$ cat config.mk
export PLATFORM = sky130hd
export DESIGN_NAME = iter_div32
export DESIGN_NICKNAME = d
export VERILOG_FILES = /design/src/rtl/m_ext_pkg.sv /design/src/rtl/iter_div32.sv
export SDC_FILE = /design/constraint.sdc
export NUM_CORES = 1
export LEC_CHECK = 0
export ABC_AREA = 1
export ABC_CLOCK_PERIOD_IN_PS = 3000
export BUFFER_PORTS_ARGS = -buffer_cell sky130_fd_sc_hd__buf_2
export CAP_MARGIN = 40
export CORE_UTILIZATION = 40
export DETAILED_ROUTE_END_ITERATION = 8
export PLACE_DENSITY = 0.67
export SETUP_SLACK_MARGIN = 0.5
export SLEW_MARGIN = 20
export SYNTH_ARGS = -nofsm -noshare
export SYNTH_HDL_FRONTEND = slang
export SYNTH_SLANG_ARGS = --single-unit
$ cat constraint.sdc
create_clock -name clk -period 3 [get_ports clk]
set_clock_uncertainty 0.15 [all_clocks]
set_input_delay 0.75 -clock clk [delete_from_list [all_inputs] [get_ports clk]]
set_output_delay 0.75 -clock clk [all_outputs]
set_load 0.005 [all_outputs]
$ cat src/rtl/m_ext_pkg.sv
// rtl/m_ext_pkg.sv - shared RV32M opcode and iterative-unit FSM encodings
package m_ext_pkg;

  localparam logic [4:0] OP_MUL    = 5'b10000;
  localparam logic [4:0] OP_MULH   = 5'b10001;
  localparam logic [4:0] OP_MULHSU = 5'b10010;
  localparam logic [4:0] OP_MULHU  = 5'b10011;
  localparam logic [4:0] OP_DIV    = 5'b10100;
  localparam logic [4:0] OP_DIVU   = 5'b10101;
  localparam logic [4:0] OP_REM    = 5'b10110;
  localparam logic [4:0] OP_REMU   = 5'b10111;

  // State encoding shared by iter_mul32 and iter_div32
  typedef enum logic [1:0] {
    S_IDLE = 2'd0,
    S_RUN  = 2'd1,
    S_FIX  = 2'd2,
    S_DONE = 2'd3
  } m_state_e;

  function automatic logic [31:0] neg32(input logic [31:0] x);
    return ~x + 32'd1;
  endfunction

endpackage

$ cat src/rtl/iter_div32.sv
// rtl/iter_div32.sv - iterative radix-2 restoring divider for DIV/DIVU/REM/REMU
module iter_div32
  import m_ext_pkg::*;
(
  input  logic        clk,
  input  logic        rst_n,
  input  logic        start,
  input  logic [4:0]  op_sel,
  input  logic [31:0] rs1,
  input  logic [31:0] rs2,
  output logic        busy,
  output logic        done,
  output logic [31:0] result
);

  m_state_e    state, state_nxt;
  logic [4:0]  cnt;
  logic [31:0] quo;
  logic [31:0] dsr;
  logic [32:0] rem;
  logic [31:0] rs1_q;
  logic        a_neg, b_neg, div0, want_rem;

  logic        is_signed;
  logic [32:0] rem_sh;
  logic [32:0] diff;
  logic [31:0] q_out, r_out;
  logic        sig_unused;

  // Only the low opcode bits matter; rem[32] is always clear after a restoring step
  assign sig_unused = ^{op_sel[4:2], rem[32]};

  assign is_signed = ~op_sel[0];

  always_ff @(posedge clk or negedge rst_n) begin
    if (!rst_n) state <= S_IDLE;
    else        state <= state_nxt;
  end

  always_comb begin
    state_nxt = state;
    busy      = 1'b0;
    done      = 1'b0;
    case (state)
      S_IDLE: if (start) state_nxt = S_RUN;
      S_RUN: begin
        busy = 1'b1;
        if (cnt == 5'd31) state_nxt = S_FIX;
      end
      S_FIX: begin
        busy      = 1'b1;
        state_nxt = S_DONE;
      end
      S_DONE: begin
        done      = 1'b1;
        state_nxt = S_IDLE;
      end
      default: state_nxt = S_IDLE;
    endcase
  end

  always_comb begin
    rem_sh = {rem[31:0], quo[31]};
    diff   = rem_sh - {1'b0, dsr};
    q_out  = (a_neg ^ b_neg) ? neg32(quo) : quo;
    r_out  = a_neg ? neg32(rem[31:0]) : rem[31:0];
    // RISC-V divide-by-zero results take precedence over sign fixup
    if (div0) begin
      q_out = 32'hFFFF_FFFF;
      r_out = rs1_q;
    end
  end

  always_ff @(posedge clk or negedge rst_n) begin
    if (!rst_n) begin
      cnt      <= '0;
      quo      <= '0;
      dsr      <= '0;
      rem      <= '0;
      rs1_q    <= '0;
      a_neg    <= 1'b0;
      b_neg    <= 1'b0;
      div0     <= 1'b0;
      want_rem <= 1'b0;
      result   <= '0;
    end else begin
      case (state)
        S_IDLE: begin
          if (start) begin
            want_rem <= op_sel[1];
            a_neg    <= is_signed & rs1[31];
            b_neg    <= is_signed & rs2[31];
            div0     <= (rs2 == 32'd0);
            rs1_q    <= rs1;
            quo      <= (is_signed & rs1[31]) ? neg32(rs1) : rs1;
            dsr      <= (is_signed & rs2[31]) ? neg32(rs2) : rs2;
            rem      <= '0;
            cnt      <= '0;
          end
        end
        S_RUN: begin
          cnt <= cnt + 5'd1;
          if (!diff[32]) begin
            rem <= diff;
            quo <= {quo[30:0], 1'b1};
          end else begin
            rem <= rem_sh;
            quo <= {quo[30:0], 1'b0};
          end
        end
        S_FIX: result <= want_rem ? r_out : q_out;
        default: ;
      endcase
    end
  end

endmodule

## Word-level counts from Yosys, hierarchy flattened

Cells that the tools add are included.

- Add/subtract/negate cells: 6
- Equality and inequality tests: 6
- Muxes and demuxes: 20
- Bitwise logic cells: 8
- Reduce and logical (&&, ||, !) cells: 7

Operators with widths:

| kind | number |
|---|---|
| $mux W32 | 10 |
| $add A32 B1 Y32 const B | 4 |
| $not A32 Y32 | 4 |
| $pmux W32 S2 | 2 |
| $sub A33 B32 Y33 | 1 |
| $logic_not A32 Y1 | 1 |
| $pmux W5 S2 | 1 |
| $pmux W2 S4 | 1 |
| $reduce_and A2 Y1 | 3 |
| $add A5 B1 Y5 const B | 1 |
| $eq A5 B5 Y1 const B | 1 |
| $mux W5 | 1 |
| $eq A2 B2 Y1 const B | 2 |
| $mux W2 | 2 |
| $ne A2 B2 Y1 const B | 2 |
| $mux W1 | 3 |
| $and A1 B1 Y1 | 2 |
| $eq A2 B1 Y1 const B | 1 |
| $logic_not A2 Y1 | 1 |
| $reduce_bool A2 Y1 | 1 |
| $reduce_or A2 Y1 | 1 |
| $not A1 Y1 | 1 |
| $xor A1 B1 Y1 | 1 |

- Register bits after elaboration: 171
- Bits of input ports: 72
- Output and inout bits: 34
- Word-level logic and storage cells: 58

## Logic depth before layout (Yosys ltp)

- Word-level depth: 5
- Gate-level depth with buffers: 18

## Least setup slack after synthesis

Ideal clock, no wire load.

- Path kind: register -> register
- Start: reg quo[31]
- End: reg rem[14]
- Data arrival time: 2.094 ns
- Required time: 2.733 ns
- Setup slack: 0.639 ns
- Stages on the path, launching flop included: 19
- Buffers on the path: 1
- Clock period less this slack: 2.361 ns
- Path through: dfrtp_1 > inv_1 > ha_1 > fa_1 > inv_1 > nand2_1 > nand2_1 > nand3_1 > nand2_2 > nand2_2 > nand2_4 > nand2_4 > nand2_4 > nand2_8 > nand2_8 > buf_12 > nand2_2 > nand3_1 > nand2_1

- Cells in the longest elaborated chain, start to end: 3

RTL lines:

| item | RTL line | text |
|---|---|---|
| start: declaration | iter_div32.sv:18 | `logic [31:0] quo;` |
| start signal: assignment | iter_div32.sv:95 | `quo <= (is_signed & rs1[31]) ? neg32(rs1) : rs1;` |
| start signal: assignment | iter_div32.sv:105 | `quo <= {quo[30:0], 1'b1};` |
| start signal: assignment | iter_div32.sv:108 | `quo <= {quo[30:0], 1'b0};` |
| $sub A33 B32 Y33 | iter_div32.sv:64 | `diff = rem_sh - {1'b0, dsr};` |
| $mux W32 | iter_div32.sv:103 | `if (!diff[32]) begin` |
| $pmux W32 S2 | iter_div32.sv:87 | `case (state)` |
| end signal: assignment | iter_div32.sv:104 | `rem <= diff;` |
| end signal: assignment | iter_div32.sv:107 | `rem <= rem_sh;` |
| end: declaration | iter_div32.sv:20 | `logic [32:0] rem;` |

No other way between the ends.
A chain may end at the register's enable or synchronous reset.

## Worst setup path in the final report

- Start: reg quo[31]
- End: reg rem[13]

Same word-level chain as after synthesis.

==> tab_implementation.tex <==
\begin{tabular}{lr}
\hline
Metric & Value \\
\hline
\multicolumn{2}{l}{\textbf{Global route}} \\
\quad Remaining global-route overflow & 0 \\
\quad First-pass GRT wire length & 80800 um \\
\quad Largest net degree at the start of global routing & 70 \\
\quad Combined global-route utilization of all metal layers & between 20\% and 30\% \\
\quad Vias in the first global route & 14180 \\
\quad Number of antenna violations at the first check in global routing & 0 \\
\multicolumn{2}{l}{\textbf{Synth}} \\
\quad Count of unique library cells instantiated by Yosys & 51 \\
\quad Share of the synthesized area in the top cell type & 29.7\% \\
\quad Fraction of the yosys area taken by sequential cells & 29.7\% \\
\quad Mapped cell area & 14400 um2 \\
\quad Leading post-synthesis cells by instance count & nand2\_1, inv\_1, nor2\_1, nand3\_1, o21ai\_0 \\
\quad Most instantiated flip-flop cell in the synthesis netlist & dfrtp\_1 \\
\quad Net count after synthesis & between 2000 and 2500 \\
\quad Largest cells by area after synthesis & dfrtp\_1, nand2\_1, inv\_1, nand3\_1, nor2\_1 \\
\quad Leading cell type by number of instances after synthesis & nand2\_1 \\
\quad Number of warnings printed during yosys synthesis & 0 \\
\quad Share of flip-flops with an asynchronous set or reset after synthesis & 100\% \\
\quad Syn\_area\_per\_cell & 6.18 um2 \\
\quad Number of synthesized flops with an enable pin & 0 \\
\quad Post-synthesis cell type with the largest combined area & dfrtp\_1 \\
\quad Cell count after synthesis & roughly 2300 \\
\quad \#FFs+latches synth & roughly 170 \\
\multicolumn{2}{l}{\textbf{Timing}} \\
\quad Worst slew margin & 51.9\% \\
\quad Accumulated negative setup slack & 0 ns \\
\quad Fin. max-slew vios & 0 \\
\quad Achievable frequency & 406 MHz \\
\quad Period utilisation layout & 82.0\% \\
\quad Worst Hold Slack & 0.173 ns \\
\quad Unrepaired setup endpoints after global routing & true \\
\quad Final-report setup violation count & 0 \\
\quad Worst slew pin tran & 0.721 ns \\
\quad Number of hold-slack violations in the final timing report & 0 \\
\quad Fin crit period & 2.46 ns \\
\multicolumn{2}{l}{\textbf{Worst setup path}} \\
\quad Most common cell on crit path & nand2\_2 \\
\quad Crit start category & register \\
\quad Library cell contributing the largest single delay on the critical path & dfrtp\_1 \\
\quad Req. time, crit path & 3.20 ns \\
\quad Delay of the slowest cell on the worst path & 0.38 ns \\
\quad Depth of the worst register-to-register path & 17 \\
\quad Worst setup path category & reg2reg \\
\quad FF-to-FF End & rem[13] \\
\quad Element type at the critical path end & register \\
\quad Count of buffer and inverter cells on the critical path & 2 \\
\quad Arrival @ worst endpoint & 2.66 ns \\
\quad Category of cells accounting for the largest share of critical-path delay & simple AND/OR/NAND/NOR gates \\
\quad Worst r2r src & quo[31] \\
\quad Critical Path Fanout Max & 12 \\
\quad Worst path cell trace & inv\_2 -> ha\_4 -> fa\_2 -> inv\_2 -> nand2\_1 -> nand2\_2 -> nand3\_2 -> nand2\_2 -> nand2\_2 -> nand2\_4 -> nand2\_4 -> nand2\_4 -> nand2\_8 -> nand2\_8 -> nand2\_2 -> nand3\_1 -> nand2\_1 \\
\quad Flop2flop setup slack & 0.54 ns \\
\multicolumn{2}{l}{\textbf{Detailed routing}} \\
\quad Vias & 15680 \\
\quad Vias per inst & 5.37 \\
\quad Routed length per instance & 18.2 um \\
\quad Number of DRC markers in iteration 0 & 1625 \\
\quad Total iterations of the first detailed-routing run & 5 \\
\quad Antenna Nets Post-Route & 0 \\
\quad Post-Route WL & between 50000 and 60000 um \\
\quad Residual DRC count & 0 \\
\multicolumn{2}{l}{\textbf{Clocking}} \\
\quad Number of CTS-inserted buffers & 17 \\
\quad Clock-pin slew reported for the worst setup and hold paths after clock tree synthesis & 0.07 ns \\
\quad Maximum root-to-sink buffer count & 2 \\
\quad CTS H-tree depth & 4 \\
\quad Sinks on the clock net & about 170 \\
\quad Clock tree root buffer cell & clkbuf\_16 \\
\quad Clock network latency to the later pin of the worst-skew pair & roughly 0.47 ns \\
\quad TritonCTS clock tree & done \\
\multicolumn{2}{l}{\textbf{Die}} \\
\quad Number of placement rows & 69 \\
\quad Initial core utilization & 40.6\% \\
\quad Vert. Die Dim & 192 um \\
\quad Die area & 36800 um2 \\
\quad Top-Level Pins & 106 \\
\quad Width of the chip & 192 um \\
\quad Floorplan Core Area & between 30000 and 40000 um2 \\
\multicolumn{2}{l}{\textbf{Final layout}} \\
\quad Footprint of the multi-input gates & around 9000 um2 \\
\quad Final antenna diode count & 0 \\
\quad Post-layout util & $\sim$47\% \\
\quad Area growth from synthesis to layout & 16.8\% \\
\quad Number of nets in the final layout & 2563 \\
\quad Number of fillers in the final layout & 3734 \\
\quad Layout Cell Area excl Fill & 16800 um2 \\
\quad Count of non-filler cells in the finished layout & approximately 2900 \\
\quad Fraction of final layout cells with drive strength greater than 1 & 14.6\% \\
\quad Sequential cell area & 4290 um2 \\
\multicolumn{2}{l}{\textbf{Power}} \\
\quad Maximum ir drop on the vdd rail & 0.000993 V \\
\quad PD cells & 1280 nW/um2 \\
\quad P\_leak & $\sim$8.7 nW \\
\multicolumn{2}{l}{\textbf{Place}} \\
\quad Number of buffers inserted by port buffering & 102 \\
\quad DP Area & between 15000 and 20000 um2 \\
\quad HPWL after detailed placement & 41600 um \\
\quad Gpl congestion & 0.978 \\
\quad Cells after DPL & approximately 2900 \\
\multicolumn{2}{l}{\textbf{Outcome}} \\
\quad Outcome & finished clean \\
\multicolumn{2}{l}{\textbf{Worst hold path}} \\
\quad Type of the tightest min-delay check & in2async \\
\multicolumn{2}{l}{\textbf{Run}} \\
\quad Number of violations of the max-capacitance limit & 0 \\
\hline
\end{tabular}
-- metrics by stage --
stage	setup slack [ns]	total power, mW
finish	0.540	21.5
global route	0.401	23.4
CTS	0.481	20.3
detailed placement	0.224	17.6
global placement	0.282	17.4
floorplan	0.639	13.6
-- cell type report --
type / count / area share [%]
multi-input cells: 1784 / 54.1
flip-flops and latches: 171 / 25.5
repair buffers: 173 / 6.79
inverters: 301 / 6.72
well taps: 461 / 3.43
clock buffers: 18 / 2.55
clock inverters: 14 / 0.892
-- report_power, final --
| part | switching, mW | total, mW | internal (mW) |
|---|---|---|---|
| sequential | 1.20 | 4.61 | 3.41 |
| combinational | 9.42 | 14.7 | 5.24 |
| clock | 1.13 | 2.24 | 1.11 |
| total | 11.8 | 21.5 | 9.76 |
-- state kept, by name (all words and copies together) (netlist names), 2 cells and up --
| name | cells |
|---|---|
| dsr | 32 |
| quo | 32 |
| rem | 32 |
| result | 32 |
| rs1_q | 32 |
| cnt | 5 |
| state | 2 |
-- worst max-delay path by stage --
| stage | from | endpoint | slack (ns) | depth (start not counted) |
|---|---|---|---|---|
| global route | dsr[0] | rem[13] | 0.40 | 16 |
| global placement | quo[31] | rem[31] | 0.28 | 17 |
| finish | quo[31] | rem[13] | 0.54 | 17 |
| CTS | rem[17] | rem[1] | 0.48 | 13 |
| floorplan | quo[31] | rem[14] | 0.64 | 18 |
| detailed placement | quo[31] | rem[17] | 0.22 | 17 |
-- placed cells by master (no fill, tap or decap), types with 26 or more instances in the layout --
master	instances
nor2_1	252
o21ai_0	172
inv_1	273
buf_4	60
nand2_1	740
nand4_1	31
buf_2	101
xor2_1	39
nand2_2	34
a21oi_1	90
nand3_1	213
inv_2	26
dfrtp_1	161
-- worst reg2reg max path, delay by kind of cell (launching register included) --
kind          cells  cell delay [ns]
simple gates     13             1.14
flops             1             0.38
fa+ha+maj         2             0.53
buf+inv           2             0.14
-- what timing repair did --
| action | 4_1_cts | 5_1_grt |
|---|---|---|
| hold buffers | 0 | 0 |
| setup endpoints to repair | 36 | 40 |
| gates cloned | 2 | 0 |
| resized for setup | 23 | 82 |
| pin swaps | 1 | 11 |
| buffers inserted | 6 | 15 |
-- routing by layer --
layer | up-vias | wire, um | global-route usage [%]
met5 | - | 0 | 0
met4 | 0 | 1600 | 10.3
met3 | 74 | 3810 | 4.00
met2 | 584 | 22400 | 41.8
met1 | 7334 | 25400 | 43.6
li1 | 7688 | - | -
-- cell families after synthesis --
kind of cell    count (synthesis)  synth area share, %
compound gates                323                 12.3
xor+xnor                       58                 3.52
flops                         171                 29.7
fa+ha+maj                      43                 3.79
simple gates                 1358                 40.3
buf+inv                       380                 10.4
No activity file was read; power rests on OpenSTA's default activity.
